`config.mk`:
```
export PLATFORM = sky130hd
export DESIGN_NAME = button_debouncer_flat
export DESIGN_NICKNAME = d
export VERILOG_FILES = /design/src/rtl/button_debouncer_if.sv /design/src/rtl/button_debouncer.sv /design/src/flat_wrapper.sv
export SDC_FILE = /design/constraint.sdc
export NUM_CORES = 1
export LEC_CHECK = 0
export ABC_AREA = 1
export CELL_PAD_IN_SITES_DETAIL_PLACEMENT = 1
export CELL_PAD_IN_SITES_GLOBAL_PLACEMENT = 2
export CORE_ASPECT_RATIO = 1.2
export CORE_MARGIN = 2
export CORE_UTILIZATION = 39
export CTS_CLUSTER_DIAMETER = 50
export DETAILED_ROUTE_END_ITERATION = 8
export PLACE_DENSITY_LB_ADDON = 0.1
export SETUP_SLACK_MARGIN = 0.05
export SLEW_MARGIN = 20
export SYNTH_ARGS = -nofsm -noshare
export SYNTH_HDL_FRONTEND = slang
export SYNTH_SLANG_ARGS = --single-unit
```
`constraint.sdc`:
```
create_clock -name clk -period 3.74 [get_ports clk]
set_input_delay 0.561 -clock clk [delete_from_list [all_inputs] [get_ports clk]]
set_output_delay 0.561 -clock clk [all_outputs]
set_load 0.01 [all_outputs]
```
`src/rtl/button_debouncer_if.sv`:
```
// -----------------------------------------------------------------------------
// button_debouncer_if
//   Groups the signals of one conditioned push-button channel.
//
//   button_in     raw asynchronous button pin, active-high (driven by master)
//   button_level  debounced, registered button state      (driven by slave)
//   repeat_pulse  one-cycle hold-to-repeat strobe          (driven by slave)
//
//   modport master : the side that owns the pin and consumes the clean outputs
//   modport slave  : the debouncer itself
// -----------------------------------------------------------------------------
interface button_debouncer_if;
   logic button_in;
   logic button_level;
   logic repeat_pulse;

   modport master (
      output button_in,
      input  button_level,
      input  repeat_pulse
   );

   modport slave (
      input  button_in,
      output button_level,
      output repeat_pulse
   );
endinterface : button_debouncer_if

```
`src/rtl/button_debouncer.sv`:
```
// -----------------------------------------------------------------------------
// button_debouncer
//   Conditions one raw push-button input. The pin is brought into clk through a
//   two-flop synchronizer, contact bounce is filtered by a stable-time counter
//   in a four-state FSM, and a hold-to-repeat generator emits periodic strobes
//   while the debounced level stays high (auto-fire style).
//
//   Parameters
//     DEBOUNCE_CYCLES  stable cycles required before button_level changes (>= 1)
//     REPEAT_DELAY     cycles from button_level rising to first repeat_pulse;
//                      0 disables repeat generation
//     REPEAT_PERIOD    cycles between subsequent repeat_pulses (>= 1)
//
//   Ports
//     clk    system clock, all state on the rising edge
//     rst_n  asynchronous active-low reset
//     bus    slave side of button_debouncer_if
//              button_in (in), button_level (out), repeat_pulse (out)
// -----------------------------------------------------------------------------
module button_debouncer #(
   parameter int unsigned DEBOUNCE_CYCLES = 1_000_000,
   parameter int unsigned REPEAT_DELAY    = 50_000_000,
   parameter int unsigned REPEAT_PERIOD   = 10_000_000
) (
   input  logic              clk,
   input  logic              rst_n,
   button_debouncer_if.slave bus
);

   localparam int unsigned RC_MAX = (REPEAT_DELAY > REPEAT_PERIOD) ? REPEAT_DELAY : REPEAT_PERIOD;
   localparam int          CNT_W  = $clog2(DEBOUNCE_CYCLES + 1);
   localparam int          RC_W   = $clog2(RC_MAX + 1);

   localparam logic [CNT_W-1:0] CNT_LAST  = CNT_W'(DEBOUNCE_CYCLES - 1);
   localparam logic [RC_W-1:0]  RC_DELAY  = RC_W'(REPEAT_DELAY);
   localparam logic [RC_W-1:0]  RC_PERIOD = RC_W'(REPEAT_PERIOD);
   localparam bit               REPEAT_EN = (REPEAT_DELAY != 0);
   // With a one-cycle debounce the pending states resolve on their first cycle.
   localparam bit               ONE_CYCLE = (DEBOUNCE_CYCLES <= 1);

   typedef enum logic [1:0] {
      LOW,
      RISE_PEND,
      HIGH,
      FALL_PEND
   } state_t;

   state_t           state, state_next;
   logic             s1, s2;
   logic [CNT_W-1:0] cnt, cnt_next;
   logic [RC_W-1:0]  rc, rc_next, rc_inc;
   logic             armed, armed_next;
   logic             level, level_next;
   logic             pulse, pulse_next;
   logic             pend_done;
   logic             rc_due;

   // ---------------------------------------------------------------------------
   // State register: synchronizer, FSM, counters and registered outputs.
   // ---------------------------------------------------------------------------
   // NOTE: every flop, synchronizer included, has an async reset so that both
   // outputs drop to 0 the moment rst_n falls, regardless of the clock.
   always_ff @(posedge clk or negedge rst_n) begin
      if (!rst_n) begin
         s1    <= 1'b0;
         s2    <= 1'b0;
         state <= LOW;
         cnt   <= '0;
         rc    <= '0;
         armed <= 1'b0;
         level <= 1'b0;
         pulse <= 1'b0;
      end else begin
         // NOTE: non-blocking assignments give every flop the pre-edge value of
         // its source, which is what makes s1 -> s2 a real two-stage shift.
         s1    <= bus.button_in;
         s2    <= s1;
         state <= state_next;
         cnt   <= cnt_next;
         rc    <= rc_next;
         armed <= armed_next;
         level <= level_next;
         pulse <= pulse_next;
      end
   end

   assign pend_done = ONE_CYCLE || (cnt == CNT_LAST);

   // ---------------------------------------------------------------------------
   // Next-state logic: debounce FSM and stable-time counter.
   // ---------------------------------------------------------------------------
   always_comb begin
      // NOTE: defaults first so no path leaves a variable unassigned (no latch).
      state_next = state;
      cnt_next   = cnt;
      case (state)
         LOW: begin
            if (s2) begin
               state_next = RISE_PEND;
               cnt_next   = CNT_W'(1);
            end else begin
               cnt_next   = '0;
            end
         end
         RISE_PEND: begin
            if (!s2) begin
               state_next = LOW;
               cnt_next   = '0;
            end else if (pend_done) begin
               state_next = HIGH;
               cnt_next   = '0;
            end else begin
               cnt_next   = cnt + CNT_W'(1);
            end
         end
         HIGH: begin
            if (!s2) begin
               state_next = FALL_PEND;
               cnt_next   = CNT_W'(1);
            end else begin
               cnt_next   = '0;
            end
         end
         FALL_PEND: begin
            if (s2) begin
               state_next = HIGH;
               cnt_next   = '0;
            end else if (pend_done) begin
               state_next = LOW;
               cnt_next   = '0;
            end else begin
               cnt_next   = cnt + CNT_W'(1);
            end
         end
         default: begin
            state_next = LOW;
            cnt_next   = '0;
         end
      endcase
   end

   // ---------------------------------------------------------------------------
   // Output logic: repeat generator and next values of the registered outputs.
   // rc counts HIGH cycles of the current interval; the first interval is
   // REPEAT_DELAY long, later ones REPEAT_PERIOD, selected by armed.
   // ---------------------------------------------------------------------------
   assign rc_inc = rc + RC_W'(1);
   assign rc_due = armed ? (rc_inc == RC_PERIOD) : (rc_inc == RC_DELAY);

   always_comb begin
      rc_next    = rc;
      armed_next = armed;
      pulse_next = 1'b0;
      case (state)
         HIGH: begin
            if (REPEAT_EN) begin
               if (rc_due) begin
                  // On the cycle that leaves for FALL_PEND the due pulse is
                  // dropped, but the schedule still restarts as if it fired.
                  rc_next    = '0;
                  armed_next = 1'b1;
                  pulse_next = s2;
               end else begin
                  rc_next    = rc_inc;
               end
            end
         end
         FALL_PEND: begin
            // Hold rc so a bounce back to HIGH resumes the same interval.
            rc_next    = rc;
            armed_next = armed;
         end
         default: begin
            rc_next    = '0;
            armed_next = 1'b0;
         end
      endcase
      level_next = (state_next == HIGH) || (state_next == FALL_PEND);
   end

   assign bus.button_level = level;
   assign bus.repeat_pulse = pulse;

endmodule : button_debouncer

```
`src/flat_wrapper.sv`:
```
// flat-port wrapper written by rule: the top's interface ports become plain ports
module button_debouncer_flat 
#(
   parameter int unsigned DEBOUNCE_CYCLES = 1_000_000,
   parameter int unsigned REPEAT_DELAY    = 50_000_000,
   parameter int unsigned REPEAT_PERIOD   = 10_000_000
)
  (clk, rst_n, bus_button_in, bus_button_level, bus_repeat_pulse);
  button_debouncer_if bus_i ();
  input  logic clk;
  input  logic rst_n;
  input wire logic [$bits(bus_i.button_in)-1:0] bus_button_in;
  output wire logic [$bits(bus_i.button_level)-1:0] bus_button_level;
  output wire logic [$bits(bus_i.repeat_pulse)-1:0] bus_repeat_pulse;
  assign bus_i.button_in = bus_button_in;
  assign bus_button_level = bus_i.button_level;
  assign bus_repeat_pulse = bus_i.repeat_pulse;
  button_debouncer #(.DEBOUNCE_CYCLES(DEBOUNCE_CYCLES), .REPEAT_DELAY(REPEAT_DELAY), .REPEAT_PERIOD(REPEAT_PERIOD)) u_core (.clk(clk), .rst_n(rst_n), .bus(bus_i));
endmodule
```
# [Word level (Yosys, flattened, before mapping)]
# Index checks and enable logic that the tools add are counted.
# Widths: inputs -> output; s select.
[op_classes] muxes=20 n_bitwise=1 reduce_logical=3 n_addsub=2 n_eq_ne=9
[ops] cell="$pmux 20 s4" count=1
[ops] cell="$mux 20" count=3
[ops] cell="$pmux 26 s2" count=1
[ops] cell="$add 26x1->26 const B" count=1
[ops] cell="$eq 26x24->1 const B" count=1
[ops] cell="$eq 26x26->1 const B" count=1
[ops] cell="$mux 26" count=1
[ops] cell="$add 20x1->20 const B" count=1
[ops] cell="$eq 20x20->1 const B" count=1
[ops] cell="$mux 2" count=6
[ops] cell="$eq 2x2->1 const B" count=4
[ops] cell="$pmux 2 s4" count=1
[ops] cell="$mux 1" count=6
[ops] cell="$eq 2x1->1 const B" count=1
[ops] cell="$logic_not 2->1" count=1
[ops] cell="$ne 2x1->1 const B" count=1
[ops] cell="$pmux 1 s2" count=1
[ops] cell="$reduce_and 2->1" count=1
[ops] cell="$logic_or 1x1->1" count=1
[ops] cell="$not 1->1" count=1
[word_totals] reg_bits=53 out_inout_bits=2 wordCells=43

# [Logic depth before layout (Yosys ltp)]
[depth] ltp_word=6 depth_mapped=17

# [Worst setup path after synthesis]
# OpenSTA, ideal clock, no wires.
[synth_timing] path_type="flip-flop to flip-flop" from="register u_core.rc[1]" to="register u_core.rc[17]" period_less_slack_ns=2.033 t_arrival_ns=1.916 n_path_buf=1 path_stages_with_launch=16 setup_slack_ns=1.707 required_ns=3.622 setup_time_ns=0.118 path_cell_list="dfrtp_1 ha_1 nand3_1 inv_2 nand2_1 nor2_2 nand2_1 nand2_1 nand2_1 inv_2 nand2_1 o21ai_2 nand3_4 buf_6 nand3_1 nand2_1"
[synth_via] elab_chain_len=5 word_cells_on_any_way=6 classes_between="add/sub: 1; eq/ne: 2; mux: 3"
[synth_lines] item="start, declared" line_no="button_debouncer.sv:51" text="logic [RC_W-1:0] rc, rc_next, rc_inc;"
[synth_lines] item="start signal, assigned" line_no="button_debouncer.sv:80" text="rc <= rc_next;"
[synth_lines] item="$add 26x1->26 *" line_no="button_debouncer.sv:147" text="assign rc_inc = rc + RC_W'(1);"
[synth_lines] item="$eq 26x26->1 or $eq 26x24->1 (tied branches)" line_no="button_debouncer.sv:148" text="assign rc_due = armed ? (rc_inc == RC_PERIOD) : (rc_inc == RC_DELAY);"
[synth_lines] item="$mux 1" line_no="button_debouncer.sv:148"
[synth_lines] item="$mux 26 *" line_no="button_debouncer.sv:157" text="if (rc_due) begin"
[synth_lines] item="$pmux 26 s2 *" line_no="button_debouncer.sv:154" text="case (state)"
# Mark *: on every way between the ends. The rest lies on a longest branch, timed or not.
# A chain may end at the register's enable or synchronous reset.

# [Final worst setup path]
[layout_timing] from="register u_core.rc[1]" to="register u_core.rc[9]"
# The elaborated chain is that of the path after synthesis.

==> impl_metrics.tcl <==
set metrics [dict create \
    synthTopCellsByCount "nand2_1, inv_1, nor2_1, dfrtp_1, nand3_1" \
    path_cells "ha_1 -> nand3_1 -> inv_2 -> nand2_1 -> nor2_2 -> nand2_1 -> nand2_1 -> nand2_1 -> inv_2 -> nand2_1 -> o21ai_2 -> nand3_4 -> nand3_1 -> nand2_1" \
    synthDominantCellAreaShare_pct 38.8 \
    area_growth_pct 7.54 \
    first_global_vias 3419 \
    ys_types 38 \
    place.gp.congestion 0.861 \
    critical_path.most_common_cell "nand2_1" \
    synth.cell_area_sq_um 3420 \
    vias 3210 \
    synthesis.nets 502 \
    grt_pass1_wl_mm 16.4 \
    finClkSkew_ns 0.0192 \
    cts_hold_buf 0 \
    rows 37 \
    initial_core_util_pct 39.9 \
    dieWidth_microns 89.5 \
    routed_wl_mm 9.60 \
    fin_setup_tns_ns 0 \
    endpoint_kind "flip-flop" \
    preCtsSetupSlack_ns 1.26 \
    htreeDepth 2 \
    slew_headroom_pct 48.1 \
    synth-edff-count 0 \
    cellPowerDensity_nw_per_um2 265 \
    critPathMaxStageDelay_ns 0.43 \
    fin_crit_ns 2.47 \
    period_share_pct 66.0 \
    rsz0062_at_grt "false" \
    grt_max_degree 29 \
    wl_per_cell_microns 15.5 \
    required_ns 3.96 \
    synthArstFlopShare_pct 100 \
    die-area_sq_um 9540 \
    vias_per_cell 5.17 \
    worst_slack_ns 1.27 \
    synthCells 497 \
    synth_top_cells_by_area "dfrtp_1, nand2_1, nand3_1" \
    antenna_found_initial 0 \
    drive_gt1_share_pct 10.1 \
    critPathSlowestCell "dfrtp_1" \
    ys_ff_latch 53 \
    yosysWarnings 0 \
    grt_overflow 0 \
    core_sq_um 8560 \
    hold_viol_final 0 \
    cts_setup_buffers 0 \
    die_h_microns 107 \
    path_clk_slew_ns 0.12 \
    cts_tree "done" \
    postCtsResizedCells 0 \
    grt_usage_pct 22.4 \
    fin_nets 508 \
    drv_cap 0 \
    hold_class "in2async" \
    root_buffer "clkbuf_8" \
    synth-main-ff-cell "dfrtp_1" \
    path_buf_inv 2 \
    cts_sinks 53 \
    seq_area_frac_synth_pct 38.8 \
    worstSetupPathType "reg2reg" \
    setup_violations 0 \
    outcome "finished clean" \
    cp.arrival_ns 2.69 \
    report.final.slew_viol_count 0 \
    clock.fmax_ghz 0.405 \
    worstSetupStartpointType "flip-flop" \
    peakVddDrop_uv 135 \
    dp_hpwl_mm 7.42 \
    antenna_cells 0 \
    tightest_slew_ns 0.778 \
    clock_latency_ns 0.34 \
    cp_max_fo 15 \
    yosysMostFrequentCell "nand2_1" \
    p_leak_nw 1.68 \
    pin_count 5 \
    path_delay_family "simple AND/OR/NAND/NOR gates" \
    clock_path_buffers 2 \
    postRouteAntennaNets 0 \
    drt-initial-drc-count 70 \
    first_pass_iters 4 \
    yosysTopAreaCell "dfrtp_1" \
    cts_made_buffers 5 \
    drc 0 \
    portBuffers 4 \
    syn_avg_cell_area_sq_um 6.88 \
    power.total_mw 0.974 \
]
==> cell families after synthesis <==
| group | after synthesis | synth area share [%] |
|---|---|---|
| and+or+nand+nor | 319 | 42.4 |
| xor gates and xnor gates | 10 | 2.78 |
| AOI/OAI and AO/OA | 38 | 6.73 |
| buffers and inverters | 75 | 8.60 |
| DFF | 53 | 38.8 |
| adders and majority gates | 2 | 0.732 |
==> per-stage QoR <==
| stage | cell area [sq um] | instances | utilization, % | hold slack, ns |
|---|---|---|---|---|
| after floorplan | 3420 | 497 | - | 0.265 |
| after global placement | 3580 | 613 | 41.8 | 0.335 |
| after detailed placement | 3580 | 613 | 41.8 | 0.356 |
| after CTS | 3680 | 621 | 42.9 | 0.246 |
| after global routing | 3680 | 621 | 42.9 | 0.267 |
| final | 3680 | 621 | 42.9 | 0.231 |
==> cell type report <==
| type | count | area, sq um |
|---|---|---|
| fill | 1150 | 4890 |
| multi-input combinational | 369 | 1800 |
| sequential | 53 | 1330 |
| inverter | 68 | 255 |
| tap | 117 | 146 |
| clock buffer | 5 | 68.8 |
| timing repair buffer | 6 | 50.0 |
| clock inverter | 3 | 28.8 |
==> state kept, by name, indices dropped and copies added (netlist names) <==
register                 flops
u_core.s2                    1
u_core.rc                   26
u_core.s1                    1
u_core.bus.button_level      1
u_core.armed                 1
u_core.state                 2
u_core.cnt                  20
u_core.bus.repeat_pulse      1
==> path summary, 6_finish.rpt <==
kind	start	end	slack, ns	cells after the start
setup reg to reg	u_core.rc[1]$_DFFE_PN0N_	u_core.rc[9]$_DFFE_PN0N_	1.27	14
hold reg to reg	u_core.s1$_DFF_PN0_	u_core.s2$_DFF_PN0_	0.38	0
min in group clk	u_core.s1$_DFF_PN0_	u_core.s2$_DFF_PN0_	0.38	0
hold / removal	rst_n	u_core.rc[10]$_DFFE_PN0N_	0.23	1
max in group asynchronous	rst_n	u_core.cnt[0]$_DFF_PN0_	2.68	2
setup / recovery	u_core.rc[1]$_DFFE_PN0N_	u_core.rc[9]$_DFFE_PN0N_	1.27	14
==> cells in the final DEF (no fill, tap or decap), types with 2 or more instances in the layout <==
cell type / Yosys / final
nand2_1: 156 / 156
inv_1: 60 / 60
nor2_1: 58 / 57
dfrtp_1: 53 / 53
nand3_1: 48 / 48
nand4_1: 20 / 20
nor2_2: 12 / 13
a21oi_1: 10 / 10
o21ai_0: 10 / 10
nand3_2: 9 / 9
xor2_1: 6 / 6
inv_2: 6 / 6
o22ai_1: 6 / 6
nand2_2: 5 / 5
clkbuf_8: 0 / 5
nor3_1: 4 / 4
nor4_1: 3 / 3
xnor2_1: 3 / 3
o21a_1: 3 / 3
clkdlybuf4s50_1: 0 / 3
o21ai_1: 2 / 2
clkinv_1: 2 / 2
ha_1: 2 / 2
buf_4: 1 / 2
==> power by group <==
part	internal (mW)	total, mW	switching, mW
Combinational	0.00542	0.0249	0.0194
Clock	0.141	0.371	0.230
Sequential	0.576	0.578	0.00252
==> per-layer routing <==
layer	routed length (microns)	GRT usage, %
met5	0	0
met4	284	8.64
met3	136	2.69
met2	4900	38.9
met1	4280	27.7
No activity file was read; power rests on OpenSTA's default activity.
